===== src/rtl/gamepad_pmod_driver_pkg.sv =====
// Shared definitions for the gamepad PMOD transmit driver.
//   - FSM state encoding
//   - frame geometry: two controllers of twelve buttons, serialised as one frame
package gamepad_pmod_driver_pkg;

   localparam int BUTTONS_PER_PAD = 12;
   localparam int NUM_PADS        = 2;
   localparam int NUM_BITS        = NUM_PADS * BUTTONS_PER_PAD;
   localparam int IDX_W           = 5;

   typedef enum logic [2:0] {
      IDLE,
      LATCH,
      SHIFT_LO,
      SHIFT_HI,
      GAP
   } state_e;

endpackage


===== src/rtl/gamepad_pmod_driver_if.sv =====
// Bundle of the driver's user-side controls and the three-wire PMOD link.
//   enable, buttons_a, buttons_b : frame request and button state (into driver)
//   game_latch, game_clk, game_data : serial link (out of driver)
//   busy, frame_done : frame status (out of driver)
// master = the driver, slave = whoever feeds buttons and listens to the link.
interface gamepad_pmod_driver_if;
   import gamepad_pmod_driver_pkg::*;

   logic                       enable;
   logic [BUTTONS_PER_PAD-1:0] buttons_a;
   logic [BUTTONS_PER_PAD-1:0] buttons_b;
   logic                       game_latch;
   logic                       game_clk;
   logic                       game_data;
   logic                       busy;
   logic                       frame_done;

   modport master (
      input  enable, buttons_a, buttons_b,
      output game_latch, game_clk, game_data, busy, frame_done
   );

   modport slave (
      output enable, buttons_a, buttons_b,
      input  game_latch, game_clk, game_data, busy, frame_done
   );

endinterface


===== src/rtl/gamepad_pmod_clkdiv.sv =====
// Reloadable down-counter with a registered terminal-count strobe.
//   clk, rst_n  : clock, asynchronous active-low reset
//   load_i      : reload the counter with load_val_i this cycle
//   load_val_i  : number of cycles until the strobe (>=1)
//   tc_o        : high during the last counted cycle (count == 1)
// After the terminal cycle the count drops to 0 and holds until reloaded.
module gamepad_pmod_clkdiv #(
   parameter int WIDTH = 4
) (
   input  logic             clk,
   input  logic             rst_n,
   input  logic             load_i,
   input  logic [WIDTH-1:0] load_val_i,
   output logic             tc_o
);

   logic [WIDTH-1:0] cnt_q, cnt_d;
   logic             tc_q,  tc_d;

   always_comb begin
      cnt_d = cnt_q;
      tc_d  = 1'b0;
      if (load_i) begin
         cnt_d = load_val_i;
         tc_d  = (load_val_i == WIDTH'(1));
      end else if (cnt_q != '0) begin
         cnt_d = cnt_q - WIDTH'(1);
         tc_d  = (cnt_q == WIDTH'(2));
      end
   end

   always_ff @(posedge clk or negedge rst_n) begin
      if (!rst_n) begin
         cnt_q <= '0;
         tc_q  <= 1'b0;
      end else begin
         // NOTE: sequential state uses non-blocking assignments so every flop samples pre-edge values.
         cnt_q <= cnt_d;
         tc_q  <= tc_d;
      end
   end

   assign tc_o = tc_q;

endmodule


===== src/rtl/gamepad_pmod_driver.sv =====
// Transmit end of the three-wire gamepad PMOD link.
// Snapshots {buttons_b, buttons_a} at each latch and shifts it out MSB first.
//   clk, rst_n : clock, asynchronous active-low reset
//   bus        : gamepad_pmod_driver_if.master (enable/buttons in; link + status out)
// Frame: latch high 2*CLK_DIV, 24 game_clk periods of 2*CLK_DIV, FRAME_GAP idle.
// All outputs come straight from flops.
module gamepad_pmod_driver
   import gamepad_pmod_driver_pkg::*;
#(
   parameter int CLK_DIV   = 4,
   parameter int FRAME_GAP = 16
) (
   input  logic                 clk,
   input  logic                 rst_n,
   gamepad_pmod_driver_if.master bus
);

   localparam int HP_W  = $clog2(2 * CLK_DIV + 1);
   localparam int GAP_W = $clog2(FRAME_GAP + 1);

   localparam logic [HP_W-1:0]  LATCH_LEN = HP_W'(2 * CLK_DIV);
   localparam logic [HP_W-1:0]  HALF_LEN  = HP_W'(CLK_DIV);
   localparam logic [GAP_W-1:0] GAP_LEN   = GAP_W'(FRAME_GAP);
   localparam logic [IDX_W-1:0] LAST_IDX  = IDX_W'(NUM_BITS - 1);

   state_e              state_q, state_d;
   logic [NUM_BITS-1:0] shift_q, shift_d;
   logic [IDX_W-1:0]    idx_q,   idx_d;
   logic                latch_q, latch_d;
   logic                gclk_q,  gclk_d;
   logic                data_q,  data_d;
   logic                busy_q,  busy_d;

   logic                start_frame;
   logic                hp_load;
   logic [HP_W-1:0]     hp_val;
   logic                hp_tc;
   logic                gap_load;
   logic                gap_tc;

   // Half-period timer: times both the latch pulse and each game_clk phase.
   gamepad_pmod_clkdiv #(.WIDTH(HP_W)) u_hp_div (
      .clk        (clk),
      .rst_n      (rst_n),
      .load_i     (hp_load),
      .load_val_i (hp_val),
      .tc_o       (hp_tc)
   );

   // Gap timer: its strobe marks the last gap cycle, which is exactly frame_done.
   gamepad_pmod_clkdiv #(.WIDTH(GAP_W)) u_gap_div (
      .clk        (clk),
      .rst_n      (rst_n),
      .load_i     (gap_load),
      .load_val_i (GAP_LEN),
      .tc_o       (gap_tc)
   );

   always_comb begin
      // NOTE: every signal gets a default first so no path leaves it unassigned (no latches).
      state_d     = state_q;
      shift_d     = shift_q;
      idx_d       = idx_q;
      latch_d     = latch_q;
      gclk_d      = gclk_q;
      data_d      = data_q;
      busy_d      = busy_q;
      start_frame = 1'b0;
      hp_load     = 1'b0;
      hp_val      = HALF_LEN;
      gap_load    = 1'b0;

      unique case (state_q)
         IDLE: begin
            start_frame = bus.enable;
         end
         LATCH: begin
            if (hp_tc) begin
               state_d = SHIFT_LO;
               latch_d = 1'b0;
               idx_d   = LAST_IDX;
               data_d  = shift_q[NUM_BITS-1];
               hp_load = 1'b1;
            end
         end
         SHIFT_LO: begin
            if (hp_tc) begin
               state_d = SHIFT_HI;
               gclk_d  = 1'b1;
               hp_load = 1'b1;
            end
         end
         SHIFT_HI: begin
            // Data only moves together with the falling game_clk edge.
            if (hp_tc) begin
               gclk_d = 1'b0;
               if (idx_q != '0) begin
                  state_d = SHIFT_LO;
                  idx_d   = idx_q - IDX_W'(1);
                  data_d  = shift_q[idx_q - IDX_W'(1)];
                  hp_load = 1'b1;
               end else begin
                  state_d  = GAP;
                  data_d   = 1'b0;
                  gap_load = 1'b1;
               end
            end
         end
         GAP: begin
            if (gap_tc) begin
               if (bus.enable) begin
                  start_frame = 1'b1;
               end else begin
                  state_d = IDLE;
                  busy_d  = 1'b0;
               end
            end
         end
         default: begin
            state_d = IDLE;
         end
      endcase

      // Back-to-back frames re-enter LATCH straight from GAP with a fresh snapshot.
      if (start_frame) begin
         state_d = LATCH;
         latch_d = 1'b1;
         busy_d  = 1'b1;
         shift_d = {bus.buttons_b, bus.buttons_a};
         hp_load = 1'b1;
         hp_val  = LATCH_LEN;
      end
   end

   always_ff @(posedge clk or negedge rst_n) begin
      if (!rst_n) begin
         state_q <= IDLE;
         // NOTE: the snapshot register is small, so it is reset too; no X ever reaches game_data.
         shift_q <= '0;
         idx_q   <= '0;
         latch_q <= 1'b0;
         gclk_q  <= 1'b0;
         data_q  <= 1'b0;
         busy_q  <= 1'b0;
      end else begin
         state_q <= state_d;
         shift_q <= shift_d;
         idx_q   <= idx_d;
         latch_q <= latch_d;
         gclk_q  <= gclk_d;
         data_q  <= data_d;
         busy_q  <= busy_d;
      end
   end

   assign bus.game_latch = latch_q;
   assign bus.game_clk   = gclk_q;
   assign bus.game_data  = data_q;
   assign bus.busy       = busy_q;
   assign bus.frame_done = gap_tc;

endmodule


===== src/flat_wrapper.sv =====
// flat-port wrapper written by rule: the top's interface ports become plain ports
module gamepad_pmod_driver_flat import gamepad_pmod_driver_pkg::*;
#(
   parameter int CLK_DIV   = 4,
   parameter int FRAME_GAP = 16
)
  (clk, rst_n, bus_enable, bus_buttons_a, bus_buttons_b, bus_game_latch, bus_game_clk, bus_game_data, bus_busy, bus_frame_done);
  gamepad_pmod_driver_if bus_i ();
  input  logic clk;
  input  logic rst_n;
  input wire logic [$bits(bus_i.enable)-1:0] bus_enable;
  input wire logic [$bits(bus_i.buttons_a)-1:0] bus_buttons_a;
  input wire logic [$bits(bus_i.buttons_b)-1:0] bus_buttons_b;
  output wire logic [$bits(bus_i.game_latch)-1:0] bus_game_latch;
  output wire logic [$bits(bus_i.game_clk)-1:0] bus_game_clk;
  output wire logic [$bits(bus_i.game_data)-1:0] bus_game_data;
  output wire logic [$bits(bus_i.busy)-1:0] bus_busy;
  output wire logic [$bits(bus_i.frame_done)-1:0] bus_frame_done;
  assign bus_i.enable = bus_enable;
  assign bus_i.buttons_a = bus_buttons_a;
  assign bus_i.buttons_b = bus_buttons_b;
  assign bus_game_latch = bus_i.game_latch;
  assign bus_game_clk = bus_i.game_clk;
  assign bus_game_data = bus_i.game_data;
  assign bus_busy = bus_i.busy;
  assign bus_frame_done = bus_i.frame_done;
  gamepad_pmod_driver #(.CLK_DIV(CLK_DIV), .FRAME_GAP(FRAME_GAP)) u_core (.clk(clk), .rst_n(rst_n), .bus(bus_i));
endmodule

===== config.mk =====
export PLATFORM = sky130hd
export DESIGN_NAME = gamepad_pmod_driver_flat
export DESIGN_NICKNAME = d
export VERILOG_FILES = /design/src/rtl/gamepad_pmod_driver_pkg.sv /design/src/rtl/gamepad_pmod_driver_if.sv /design/src/rtl/gamepad_pmod_clkdiv.sv /design/src/rtl/gamepad_pmod_driver.sv /design/src/flat_wrapper.sv
export SDC_FILE = /design/constraint.sdc
export NUM_CORES = 1
export LEC_CHECK = 0
export BUFFER_PORTS_ARGS = -buffer_cell sky130_fd_sc_hd__buf_2
export CORE_ASPECT_RATIO = 0.6
export CORE_MARGIN = 8
export CORE_UTILIZATION = 40
export CTS_CLUSTER_DIAMETER = 100
export DETAILED_ROUTE_END_ITERATION = 10
export MAX_ROUTING_LAYER = met4
export PLACE_DENSITY = 0.67
export SYNTH_ARGS = -nofsm -noshare
export SYNTH_HDL_FRONTEND = slang
export SYNTH_HIERARCHICAL = 1
export SYNTH_SLANG_ARGS = --single-unit

===== constraint.sdc =====
create_clock -name clk -period 2.3 [get_ports clk]
set_clock_uncertainty 0.05 [all_clocks]
set_input_delay 0.46 -clock clk [delete_from_list [all_inputs] [get_ports clk]]
set_output_delay 0.46 -clock clk [all_outputs]
set_load 0.05 [all_outputs]

Word-level counts from Yosys, hierarchy flattened --
Index checks and enable logic that the tools add are counted.
Storage, ports and cells: input bits 27, bits in registers 47, output and inout bits 5
Operators by class: reduce and logical (&&, ||, !) cells 19, equality and inequality tests 18, magnitude comparators 1, add/subtract/negate cells 3, muxes and demuxes 47
Operators by type and width (count):
- 1-bit 2-to-1 mux | 25
- 5-bit 2-to-1 mux | 5
- 3-bit 2-to-1 mux | 7
- 2-bit nonzero test | 8
- 3-bit by 2-bit != test with 1-bit output (second input constant) | 5
- 3-bit one-hot mux with 5 select lines | 1
- 4-bit 2-to-1 mux | 3
- 5-bit one-hot mux with 2 select lines | 1
- 5-bit nonzero test | 2
- 5-bit by 1-bit subtractor with 5-bit output (second input constant) | 2
- 3-bit AND reduction | 3
- 1-bit one-hot mux with 2 select lines | 4
- 3-bit by 2-bit equality test with 1-bit output (second input constant) | 2
- 5-bit by 6-bit < comparator with 1-bit output (second input constant) | 1
- 2-bit by 1-bit != test with 1-bit output (second input constant) | 3
- 2-bit != test (second input constant) | 3
- 6-bit AND reduction | 1
- 1-bit binary-select mux with 5-bit select | 1
- 5-bit by 2-bit equality test with 1-bit output (second input constant) | 1
- 4-bit by 1-bit equality test with 1-bit output (second input constant) | 1
- 4-bit by 2-bit equality test with 1-bit output (second input constant) | 1
- 4-bit AND reduction | 1
- 4-bit nonzero test | 1
- 4-bit by 1-bit subtractor with 4-bit output (second input constant) | 1
- other kinds (5) | 5

Longest topological paths before layout --
depth in word-level cells 6, gate-level depth with buffers 12, mapped depth without buffers 9

By module --
The synthesis kept the hierarchy.
Modules (own cells, without submodules):
- gamepad_pmod_driver | times used 1, seq. area each 900.9 um^2, cells each 153, area an instance 1838.0 um^2
- gamepad_pmod_clkdiv at u_core.u_gap_div | times used 1, seq. area each 150.1 um^2, cells each 36, area an instance 372.9 um^2
- gamepad_pmod_clkdiv at u_core.u_hp_div | times used 1, seq. area each 125.1 um^2, cells each 27, area an instance 299.0 um^2

Least setup slack after synthesis --
Ideal clock, no wire load.
kind register to register, from reg u_core.idx_q[0], to reg u_core.u_gap_div.cnt_q[2], stages on the path, launching flop included 10, data arrival time 2.242 ns, setup slack -0.117 ns, data required time 2.125 ns, period minus slack after synthesis 2.417 ns, cells stage by stage dfrtp_1 > buf_6 > inv_1 > ha_1 > nor3b_1 > nand2b_1 > clkbuf_1 > nor3_1 > buf_2 > mux2_2
On the way: longest elaborated chain between the ends 5
Ends and longest elaborated chain:
- from (decl) | RTL line gamepad_pmod_driver.sv:28 | logic [IDX_W-1:0] idx_q, idx_d;
- from (signal assigned) | RTL line gamepad_pmod_driver.sv:148 | idx_q <= idx_d;
- 5-bit nonzero test * | RTL line gamepad_pmod_driver.sv:97 | if (idx_q != '0) begin
- 1-bit 2-to-1 mux * | RTL line gamepad_pmod_driver.sv:97
- 1-bit 2-to-1 mux * | RTL line gamepad_pmod_driver.sv:95 | if (hp_tc) begin
- 1-bit 2-to-1 mux * | RTL line gamepad_pmod_driver.sv:73 | unique case (state_q)
- via u_core.gap_load | RTL line gamepad_pmod_driver.sv:38 | logic gap_load;
- 5-bit 2-to-1 mux / 2-bit nonzero test (equally long branches)
- to (signal assigned) | RTL line gamepad_pmod_clkdiv.sv:38 | cnt_q <= cnt_d;
- to (decl) | RTL line gamepad_pmod_clkdiv.sv:17 | logic [WIDTH-1:0] cnt_q, cnt_d;
The timed path passes the listed nets; every way through them passes the cells marked *. A chain may end at the register's enable or synchronous reset.

Worst setup path in the final report --
from reg u_core.idx_q[1], to reg u_core.data_q, in the netlist u_core/bus.game_data
On the way: longest elaborated chain between the ends 6
Ends and longest elaborated chain:
- 5-bit by 1-bit subtractor with 5-bit output | RTL line gamepad_pmod_driver.sv:100 | data_d = shift_q[idx_q - IDX_W'(1)];
- 1-bit binary-select mux with 5-bit select | RTL line gamepad_pmod_driver.sv:100
- 1-bit 2-to-1 mux (not written as such) | RTL line gamepad_pmod_driver.sv:100
- 1-bit 2-to-1 mux * | RTL line gamepad_pmod_driver.sv:97
- 1-bit 2-to-1 mux * | RTL line gamepad_pmod_driver.sv:95
- 1-bit one-hot mux with 2 select lines * | RTL line gamepad_pmod_driver.sv:73
- to (signal assigned) | RTL line gamepad_pmod_driver.sv:151 | data_q <= data_d;
- to (decl) | RTL line gamepad_pmod_driver.sv:31 | logic data_q, data_d;
Mark *: on every way between the ends. The rest lies on a longest branch, timed or not. The select of a mux whose other input is x is not followed.

==> impl_results.md <==
- Status: completed
- CTS sink cnt: 47
- Worst Setup End Kind: flip-flop
- Crit share post-route: 92.3%
- Vias in the first global route: 1795
- Fraction of layout cells with a size suffix above 1: ~34%
- Starting Density: 41.3%
- Synth top area cells: dfrtp_1, mux2_2, mux4_1
- Dpl ws: ~0.16 ns
- Worst-Skew Late Latency: between 0.2 and 0.3 ns
- Syn avg cell area: 11.6 um2
- Worst R2R Path Depth: 6
- Maximum vdd drop: around 0.5 mV
- GRT Residual Overflow: 0
- Yosys top cell area share: 46.9%
- DRT Pass-1 Iters: 4
- Min Clock Period, post-route: 2.12 ns
- Seq/Total Area, Yosys: 46.9%
- DRC Markers: 0
- Fin area: 0.00295 mm2
- DP Area: 0.00285 mm2
- Total routed wirelength: roughly 4.9 mm
- WL per Instance: about 14 um
- Kind of critical path: flip-flop to flip-flop
- Root Driver: clkbuf_8
- Routed Antenna Nets: 0
- DIE HEIGHT: ~77 um
- YS warnings: 6
- HP Class: input pin to asynchronous set/reset pin
- Htree depth: 2
- Final Hold Violating Endpoints: 0
- CTS tree: done
- Critical Path AT: 2.24 ns
- Pwr dens: 1350 mW/mm2
- First-pass GRT wire length: 8.76 mm
- Worst-path fanout max: 5
- Total track usage: a little under an eighth
- R2R Setup Slk: 0.18 ns
- Port bufs: 31
- I/O Pins: 32
- # nets final: about 300
- Int Power: 0.00247 W
- Flops & latches, synth: 47
- Worst R2R Start: u_core/idx_q[1]
- Switching Fraction: a little under two fifths
- WP data required: 2.42 ns
- Reg2reg end: u_core/bus.game_data
- Leak pwr: 1.32 nW
- Seq pwr share: 38.9%
- Clk network pwr share: 12.5%
- Die W: 118 um
- Largest net degree at the start of global routing: 48
- RSZ-0062 raised after global routing: false
- Fin worst setup slack: 0.176 ns
- Comb power frac: 48.6%
- Initial antenna violation count: 0
- Clk slew on worst S/H paths: approximately 0.090 ns
- Die area: approximately 0.0091 mm2
- FMAX: 0.471 GHz
- Antenna cells: 0
- Fin. max-slew vios: 0
- Overall Power: 0.00398 W
- Mapped Area: 0.00251 mm2
- Critical Path Start Type: flip-flop
- HPWL Detailed: 3.74 mm
- Via-to-Cell Ratio: between 4 and 5
- Max-cap viol count: 0
- Setup TNS: 0 ns
- GP Congestion: 0.872
- FILL cells: approximately 580
- Switching Power: 0.00151 W
- Cts bufs inserted: 5
- Via count: approximately 1700
- Core area: around 0.0061 mm2
- Row count: 22
- Post-synth top area cell: dfrtp_1
- Initial DRC count: 110
- Yosys cell types: ~50
- Max Buffers Root-to-Sink: 2
- Synth Instances: 216
- Non-filler instance count after layout: around 350
- Area grow syn2layout: 17.4%
- # setup viols final: 0
- Placed Cells: 343
## power groups by stage
stage	Combinational, W	Clock (W)	Sequential, W
floorplan	0.00148	0	0.00155
global placement	0.00189	0	0.00156
detailed placement	0.00194	0	0.00156
CTS	0.00194	0.000520	0.00155
global route	0.00214	0.000559	0.00161
finish	0.00194	0.000497	0.00155
## synthesized netlist by cell type, drive strengths merged
cell	instances
dfrtp	47
mux2	29
nand2	16
o21ai	16
inv	10
nor2	9
nor3	9
buf	8
ha	6
mux4	6
nand2b	5
nand3	5
xnor2	5
a21oi	4
nor3b	4
o31ai	4
a22oi	3
nor2b	3
a211oi	2
a221o	2
clkbuf	2
conb	2
mux2i	2
nor4b	2
a211o	1
a21boi	1
a22o	1
a31o	1
a31oi	1
and2	1
nand3b	1
nand4b	1
nand4bb	1
nor4	1
o21a	1
o21bai	1
o41ai	1
or2	1
or3	1
## what timing repair did
item                       CTS  global route
resized for setup            0             1
setup endpoints to repair    0             2
hold buffers                 0             0
buffers inserted             0             0
## layout make-up
type                    count  area, um2  area share [%]
multi-input cells         160       1290            43.8
flip-flops and latches     47       1180            39.9
repair buffers             42        250            8.49
well taps                  84        105            3.57
clock buffers               5       68.8            2.34
inverters                  10       37.5            1.27
clock inverters             3       18.8           0.637
## cells by family (layout without fill, tap and decap cells)
kind of cell | count (synthesis) | after routing | synth area share [%]
AND/OR/NAND/NOR | 60 | 60 | 14.1
flip-flops | 47 | 47 | 46.9
XOR/XNOR | 5 | 5 | 2.04
AO/OA/AOI/OAI | 39 | 39 | 10.1
buffers and inverters | 20 | 60 | 3.89
other | 2 | 13 | 0.299
adder cells (fa/ha/maj) | 6 | 6 | 2.99
multiplexers | 37 | 37 | 19.8
## registers in the layout, summed over array words and instances (netlist names)
register                count
u_core/bus.game_data        1
u_core/u_hp_div/cnt_q       4
u_core/state_q              3
u_core/idx_q                5
u_core/u_gap_div/tc_o       1
u_core/u_gap_div/cnt_q      5
u_core/bus.game_latch       1
u_core/shift_q             24
u_core/bus.busy             1
u_core/bus.game_clk         1
u_core/u_hp_div/tc_o        1
## cell usage in the layout (no fill, tap or decap), types with 5 or more instances in the layout
master / instances
dfrtp_1: 47
buf_2: 31
mux2_2: 28
nand2_1: 16
o21ai_0: 13
conb_1: 13
inv_1: 10
buf_4: 10
nor2_1: 8
nor3_1: 8
clkbuf_8: 5
nand2b_1: 5
ha_1: 5
## worst max-delay path, cell delays in order, from the launching register on
cell and delay, ns:
dfrtp_1 0.38, inv_1 0.08, ha_2 0.40, mux4_1 0.56, mux2_2 0.28, a21oi_1 0.14, a22oi_1 0.09
## metal layers
metal  track usage (%)  vias to the layer above  wire length (um)
met2              15.9                       41              1960
met3              3.83                        2               300
met4              3.05                        0                21
met5                 -                        -                 0
met1              17.0                      834              2670
li1                  -                      869                 -
## how the worst max path moves through the flow
stage | from | slack (ns) | end
2_1_floorplan | u_core/idx_q[0] | 0.03 | u_core/u_gap_div/cnt_q[2]
3_3_place_gp | u_core/idx_q[1] | 0.21 | u_core/bus.game_data
3_5_place_dp | u_core/idx_q[1] | 0.16 | u_core/bus.game_data
4_1_cts | u_core/idx_q[1] | 0.16 | u_core/bus.game_data
5_1_grt | u_core/idx_q[1] | 0.06 | u_core/bus.game_data
6_report | u_core/idx_q[1] | 0.18 | u_core/bus.game_data
## per-stage QoR
step | utilization [%] | hold WS, ns
global placement | 46.9 | 0.408
floorplan | - | 0.114
detailed placement | 46.9 | 0.419
finish | 48.4 | 0.0733
global route | 48.4 | 0.100
CTS | 48.4 | 0.0889
Power figures use the tool's default switching activity.
